===== src/rtl/sipo_piso_pkg.sv =====
// rtl/sipo_piso_pkg.sv - shared state and bit-order types for the piso_reg/sipo_reg serial link
package sipo_piso_pkg;

    typedef enum logic [1:0] {
        IDLE  = 2'd0,
        SHIFT = 2'd1,
        DONE  = 2'd2
    } piso_state_e;

    typedef enum logic {
        DIR_RIGHT = 1'b0,
        DIR_LEFT  = 1'b1
    } dir_e;

endpackage


===== src/rtl/piso_bit_cnt.sv =====
// rtl/piso_bit_cnt.sv - loadable down-counter with zero flag; decrement holds at zero
module piso_bit_cnt #(
    parameter int W = 6
) (
    input  logic         clk,
    input  logic         arst_n,
    input  logic         i_load,
    input  logic [W-1:0] i_load_val,
    input  logic         i_dec,
    output logic         o_zero
);

    logic [W-1:0] r_cnt;

    always_ff @(posedge clk) begin
        if (!arst_n) begin
            r_cnt <= '0;
        end else if (i_load) begin
            r_cnt <= i_load_val;
        end else if (i_dec && (r_cnt != '0)) begin
            r_cnt <= r_cnt - 1'b1;
        end
    end

    assign o_zero = (r_cnt == '0);

endmodule


===== src/rtl/piso_reg.sv =====
// rtl/piso_reg.sv - parallel-in serial-out transmitter; PISO_PARITY_EN appends an even-parity bit
module piso_reg
    import sipo_piso_pkg::*;
#(
    parameter int DATA_WIDTH = 32
) (
    input  logic                  clk,
    input  logic                  arst_n,
    input  logic                  load_valid,
    output logic                  load_ready,
    input  logic [DATA_WIDTH-1:0] parallel_in,
    input  logic                  shift_dir,
    output logic                  serial_out,
    output logic                  serial_we,
    output logic                  busy,
    output logic                  done
);

    localparam int CW = $clog2(DATA_WIDTH + 1);
`ifdef PISO_PARITY_EN
    localparam int FRAME_LEN = DATA_WIDTH + 1;
`else
    localparam int FRAME_LEN = DATA_WIDTH;
`endif
    localparam logic [CW-1:0] LAST_IDX = CW'(FRAME_LEN - 1);

    piso_state_e           r_state;
    piso_state_e           w_next;
    logic [DATA_WIDTH-1:0] r_shreg;
    logic                  r_dir;
    logic                  w_accept;
    logic                  w_zero;
    logic                  w_bit;

    assign w_accept = load_valid && (r_state == IDLE);

    piso_bit_cnt #(.W(CW)) u_bit_cnt (
        .clk        (clk),
        .arst_n     (arst_n),
        .i_load     (w_accept),
        .i_load_val (LAST_IDX),
        .i_dec      (r_state == SHIFT),
        .o_zero     (w_zero)
    );

    always_ff @(posedge clk) begin
        if (!arst_n) begin
            r_state <= IDLE;
        end else begin
            r_state <= w_next;
        end
    end

    always_comb begin
        w_next = r_state;
        case (r_state)
            IDLE:    if (w_accept) w_next = SHIFT;
            SHIFT:   if (w_zero)   w_next = DONE;
            DONE:    w_next = IDLE;
            default: w_next = IDLE;
        endcase
    end

    // Vacated bits fill with zero so the register is clean once the frame drains.
    always_ff @(posedge clk) begin
        if (!arst_n) begin
            r_shreg <= '0;
            r_dir   <= DIR_RIGHT;
        end else if (w_accept) begin
            r_shreg <= parallel_in;
            r_dir   <= shift_dir;
        end else if (r_state == SHIFT) begin
            if (r_dir == DIR_LEFT) begin
                r_shreg <= {r_shreg[DATA_WIDTH-2:0], 1'b0};
            end else begin
                r_shreg <= {1'b0, r_shreg[DATA_WIDTH-1:1]};
            end
        end
    end

`ifdef PISO_PARITY_EN
    logic r_parity;

    always_ff @(posedge clk) begin
        if (!arst_n) begin
            r_parity <= 1'b0;
        end else if (w_accept) begin
            r_parity <= ^parallel_in;
        end
    end

    // Counter at zero marks the trailing parity slot, after all data bits.
    assign w_bit = w_zero ? r_parity
                 : ((r_dir == DIR_LEFT) ? r_shreg[DATA_WIDTH-1] : r_shreg[0]);
`else
    assign w_bit = (r_dir == DIR_LEFT) ? r_shreg[DATA_WIDTH-1] : r_shreg[0];
`endif

    assign serial_we  = (r_state == SHIFT);
    assign serial_out = serial_we & w_bit;
    assign busy       = (r_state != IDLE);
    assign done       = (r_state == DONE);
    assign load_ready = (r_state == IDLE);

endmodule


===== config.mk =====
export PLATFORM = sky130hd
export DESIGN_NAME = piso_reg
export DESIGN_NICKNAME = d
export VERILOG_FILES = /design/src/rtl/sipo_piso_pkg.sv /design/src/rtl/piso_bit_cnt.sv /design/src/rtl/piso_reg.sv
export SDC_FILE = /design/constraint.sdc
export NUM_CORES = 1
export LEC_CHECK = 0
export ABC_AREA = 0
export BUFFER_PORTS_ARGS = -buffer_cell sky130_fd_sc_hd__buf_2
export CAP_MARGIN = 10
export CORE_ASPECT_RATIO = 1.25
export CORE_MARGIN = 2
export CORE_UTILIZATION = 59
export CTS_CLUSTER_DIAMETER = 50
export DETAILED_ROUTE_END_ITERATION = 7
export PLACE_DENSITY_LB_ADDON = 0.05
export SYNTH_ARGS = -nofsm -noshare
export SYNTH_HDL_FRONTEND = slang
export SYNTH_HIERARCHICAL = 1
export SYNTH_SLANG_ARGS = --single-unit

===== constraint.sdc =====
create_clock -name clk -period 3.8 [get_ports clk]
set_input_delay 0.76 -clock clk [delete_from_list [all_inputs] [get_ports clk]]
set_output_delay 0.76 -clock clk [all_outputs]
set_load 0.01 [all_outputs]

==> results.py <==
metrics = {
    "clock_network": {
        "hold_buffers": 0,
        "cts_tree": "yes",
        "cts-root-buf": "clkbuf_8",
        "post_cts_buffers": 0,
        "cts_buffers": 5,
        "htree_levels": 2,
        "clk_latency_ns": 0.29,
        "clk_pin_slew_worst_paths_ns": 0.07,
        "cts.sinks": 41,
        "clockBufferDepth": 2,
        "cts_resized": 0,
    },
    "global_route": {
        "grt-ovfl-total": 0,
        "busiest_layer": "met2",
        "grt_pass1_vias": 1687,
        "grt.met2_usage": 0.3907,
        "gr-usage-met1": 0.2657,
        "groute.layer.met3.usage": 0.03546,
        "grt_max_degree": 33,
        "gr-usage-all-layers": 0.2222,
        "antenna_found_initial": 0,
        "grt_pass1_wl_mm": 7.452,
    },
    "routing": {
        "final_antenna_net_count": 0,
        "drt-total-wl_mm": 4.621,
        "viasPerCell": 5.752,
        "drcViolationCount": 0,
        "vias": 1852,
        "dr.pass1.iters": 4,
        "first_iter_violations": 102,
        "wl_per_cell_um": 14.35,
    },
    "power": {
        "sequentialPowerShare": 0.499,
        "p_switching_uw": 332.3,
        "p_int_uw": 739.2,
        "p_per_area_nw_per_um2": 424.3,
        "p_leak_nw": 1.051,
        "p_clk_frac": 0.255,
        "ir_drop_v": 0.0002865,
        "pwr-share-comb": 0.246,
        "switching_share": 0.3101,
    },
    "die": {
        "io_pins": 41,
        "die_h_um": 73.06,
        "coreArea_um2": 3722,
        "dieArea_um2": 4328,
        "start_util": 0.6047,
        "row_count": 25,
        "die_w_um": 59.25,
    },
    "min_path": {
        "worstHoldPathType": "reg -> reg",
    },
    "worst_setup_path": {
        "cp_slowest_stage_delay_ns": 0.44,
        "end_kind": "output pin",
        "crit_family": "flip-flops",
        "cp_cell_sequence": "or2b_1 > inv_1 > buf_2",
        "start_kind": "flip-flop",
        "cp_slowest_cell": "dfxtp_1",
        "crit_fanout": 9,
        "crit_type": "reg -> out",
        "arrival_ns": 1.40,
        "required_ns": 3.04,
        "crit_buf_inv": 2,
    },
    "logic_synthesis": {
        "seq_area_frac_synth": 0.3646,
        "ys_ff_latch": 41,
        "netlist_area_um2": 2251,
        "syn_avg_cell_area_um2": 9.263,
        "synth_warnings": 6,
        "yosysUniqueCellTypes": 38,
        "synth_cells": 243,
    },
    "timing": {
        "maxSlewViolCount": 0,
        "finalCritPeriodShare": 0.5694,
        "setup_slack_ns": 1.636,
        "slew_headroom": 0.5117,
        "final-hold-violation-count": 0,
        "rsz0062_at_grt": "false",
        "fin_skew_ns": 0.005056,
        "fmax_mhz": 462.1,
        "worstMarginPinSlew_ns": 0.7291,
        "setup-violations-final": 0,
        "fin_hold_ws_ns": 0.5020,
        "min_period_ns": 2.164,
        "tns_ns": 0,
    },
    "placed_design": {
        "place_area_um2": 2442,
        "place_ws_ns": 1.439,
        "io_buffers": 40,
        "dpl.hpwl_mm": 3.207,
        "routabilityCongestion": 0.7497,
    },
    "final_layout": {
        "regArea_um2": 822.0,
        "multi_input_area_um2": 1301,
        "diodes": 0,
        "final_net_count": 319,
        "fillers": 355,
        "syn_to_final_growth_pct": 12.17,
        "final_area_um2": 2525,
        "drive_above_1_share": 0.2128,
    },
    "job": {
        "maxCapViolations": 0,
    },
    "run_status": {
        "status": "completed",
    },
}
-- per-stage QoR --
stage	utilization	total power, mW	cells
2_1_floorplan	-	0.7445	247
3_3_place_gp	0.6561	0.8019	314
3_5_place_dp	0.6561	0.8069	314
4_1_cts	0.6783	1.079	322
5_1_grt	0.6783	1.131	322
6_report	0.6783	1.071	322
-- sequential cells by signal, summed over array words and instances (netlist names) --
| register | flops |
|---|---|
| r_state | 2 |
| r_shreg | 32 |
| r_dir | 1 |
| u_bit_cnt/r_cnt | 6 |
-- layout make-up --
type / instances / area share
clock buffers: 6 / 0.02874
clock inverters: 2 / 0.003964
inverters: 7 / 0.01239
well taps: 40 / 0.01982
repair buffers: 45 / 0.09415
flip-flops and latches: 41 / 0.3256
multi-input cells: 181 / 0.5154
-- worst paths after layout --
path / start / end / slack, ns / depth (start not counted)
max: r_state[0]$_SDFFE_PN0P_ / serial_we / 1.64 / 3
min: r_shreg[26]$_SDFFE_PN0P_ / r_shreg[26]$_SDFFE_PN0P_ / 0.50 / 1
max reg2reg: r_state[0]$_SDFFE_PN0P_ / u_bit_cnt/r_cnt[5]$_SDFFE_PN0P_ / 1.80 / 6
min reg2reg: r_shreg[26]$_SDFFE_PN0P_ / r_shreg[26]$_SDFFE_PN0P_ / 0.50 / 1
-- cell usage after synthesis --
cell | count | share of area
a21boi_0 | 1 | 0.0033
a21oi_1 | 9 | 0.020
a22o_1 | 2 | 0.0078
a32o_1 | 29 | 0.13
and2_1 | 1 | 0.0028
and3_1 | 1 | 0.0028
buf_2 | 7 | 0.016
buf_6 | 4 | 0.020
clkbuf_1 | 6 | 0.010
clkinv_4 | 1 | 0.0039
conb_1 | 2 | 0.0033
dfxtp_1 | 41 | 0.36
dlymetal6s2s_1 | 1 | 0.0056
ha_1 | 2 | 0.011
inv_1 | 6 | 0.010
mux2_1 | 1 | 0.0050
mux2i_1 | 32 | 0.14
nand2_1 | 35 | 0.058
nand2b_1 | 29 | 0.081
nand3_1 | 1 | 0.0022
nand3b_1 | 1 | 0.0033
nor2_1 | 3 | 0.0050
nor2b_1 | 3 | 0.0083
nor3_1 | 1 | 0.0022
nor3_2 | 1 | 0.0044
nor4_1 | 1 | 0.0028
nor4b_1 | 1 | 0.0039
o2111a_1 | 1 | 0.0050
o21a_1 | 1 | 0.0033
o21ai_0 | 9 | 0.020
o21ai_4 | 1 | 0.0072
o21bai_1 | 1 | 0.0033
or2_2 | 1 | 0.0028
or2b_1 | 1 | 0.0033
or3_1 | 1 | 0.0028
or3b_1 | 1 | 0.0039
or4b_4 | 2 | 0.012
xnor2_1 | 2 | 0.0078
-- cells by family after synthesis --
group / share of synthesized area
AO/OA/AOI/OAI: 0.1990
XOR/XNOR: 0.007784
adder cells (fa/ha/maj): 0.01112
buffers and inverters: 0.06503
flip-flops: 0.3646
multiplexers: 0.1473
other: 0.003336
AND/OR/NAND/NOR: 0.2018
-- layer usage --
layer | share of wire | up-vias | routed length (um)
li1 | - | 946 | -
met4 | 0.015 | 0 | 69
met3 | 0.035 | 7 | 163
met2 | 0.50 | 35 | 2311
met5 | 0 | - | 0
met1 | 0.45 | 864 | 2077
-- layout by cell type (no fill, tap or decap), types with 2 or more instances in the layout --
cell type   n
nand2_1    35
a21oi_1     9
ha_1        2
buf_4       5
nand2b_1   29
inv_1       6
xnor2_1     2
a22o_1      2
buf_2      40
clkinv_2    2
or4b_4      2
clkbuf_8    5
conb_1      6
a32o_1     29
o21ai_0     9
dfxtp_1    40
nor2_1      3
nor2b_1     2
mux2i_1    32
-- power groups by stage --
stage               clock network [mW]  logic [mW]  registers [mW]
finish                           0.274       0.264           0.534
global route                     0.295       0.295           0.541
CTS                              0.280       0.265           0.533
detailed placement                   0       0.264           0.543
global placement                     0       0.260           0.542
floorplan                            0       0.221           0.523
No activity file was read; power rests on OpenSTA's default activity.
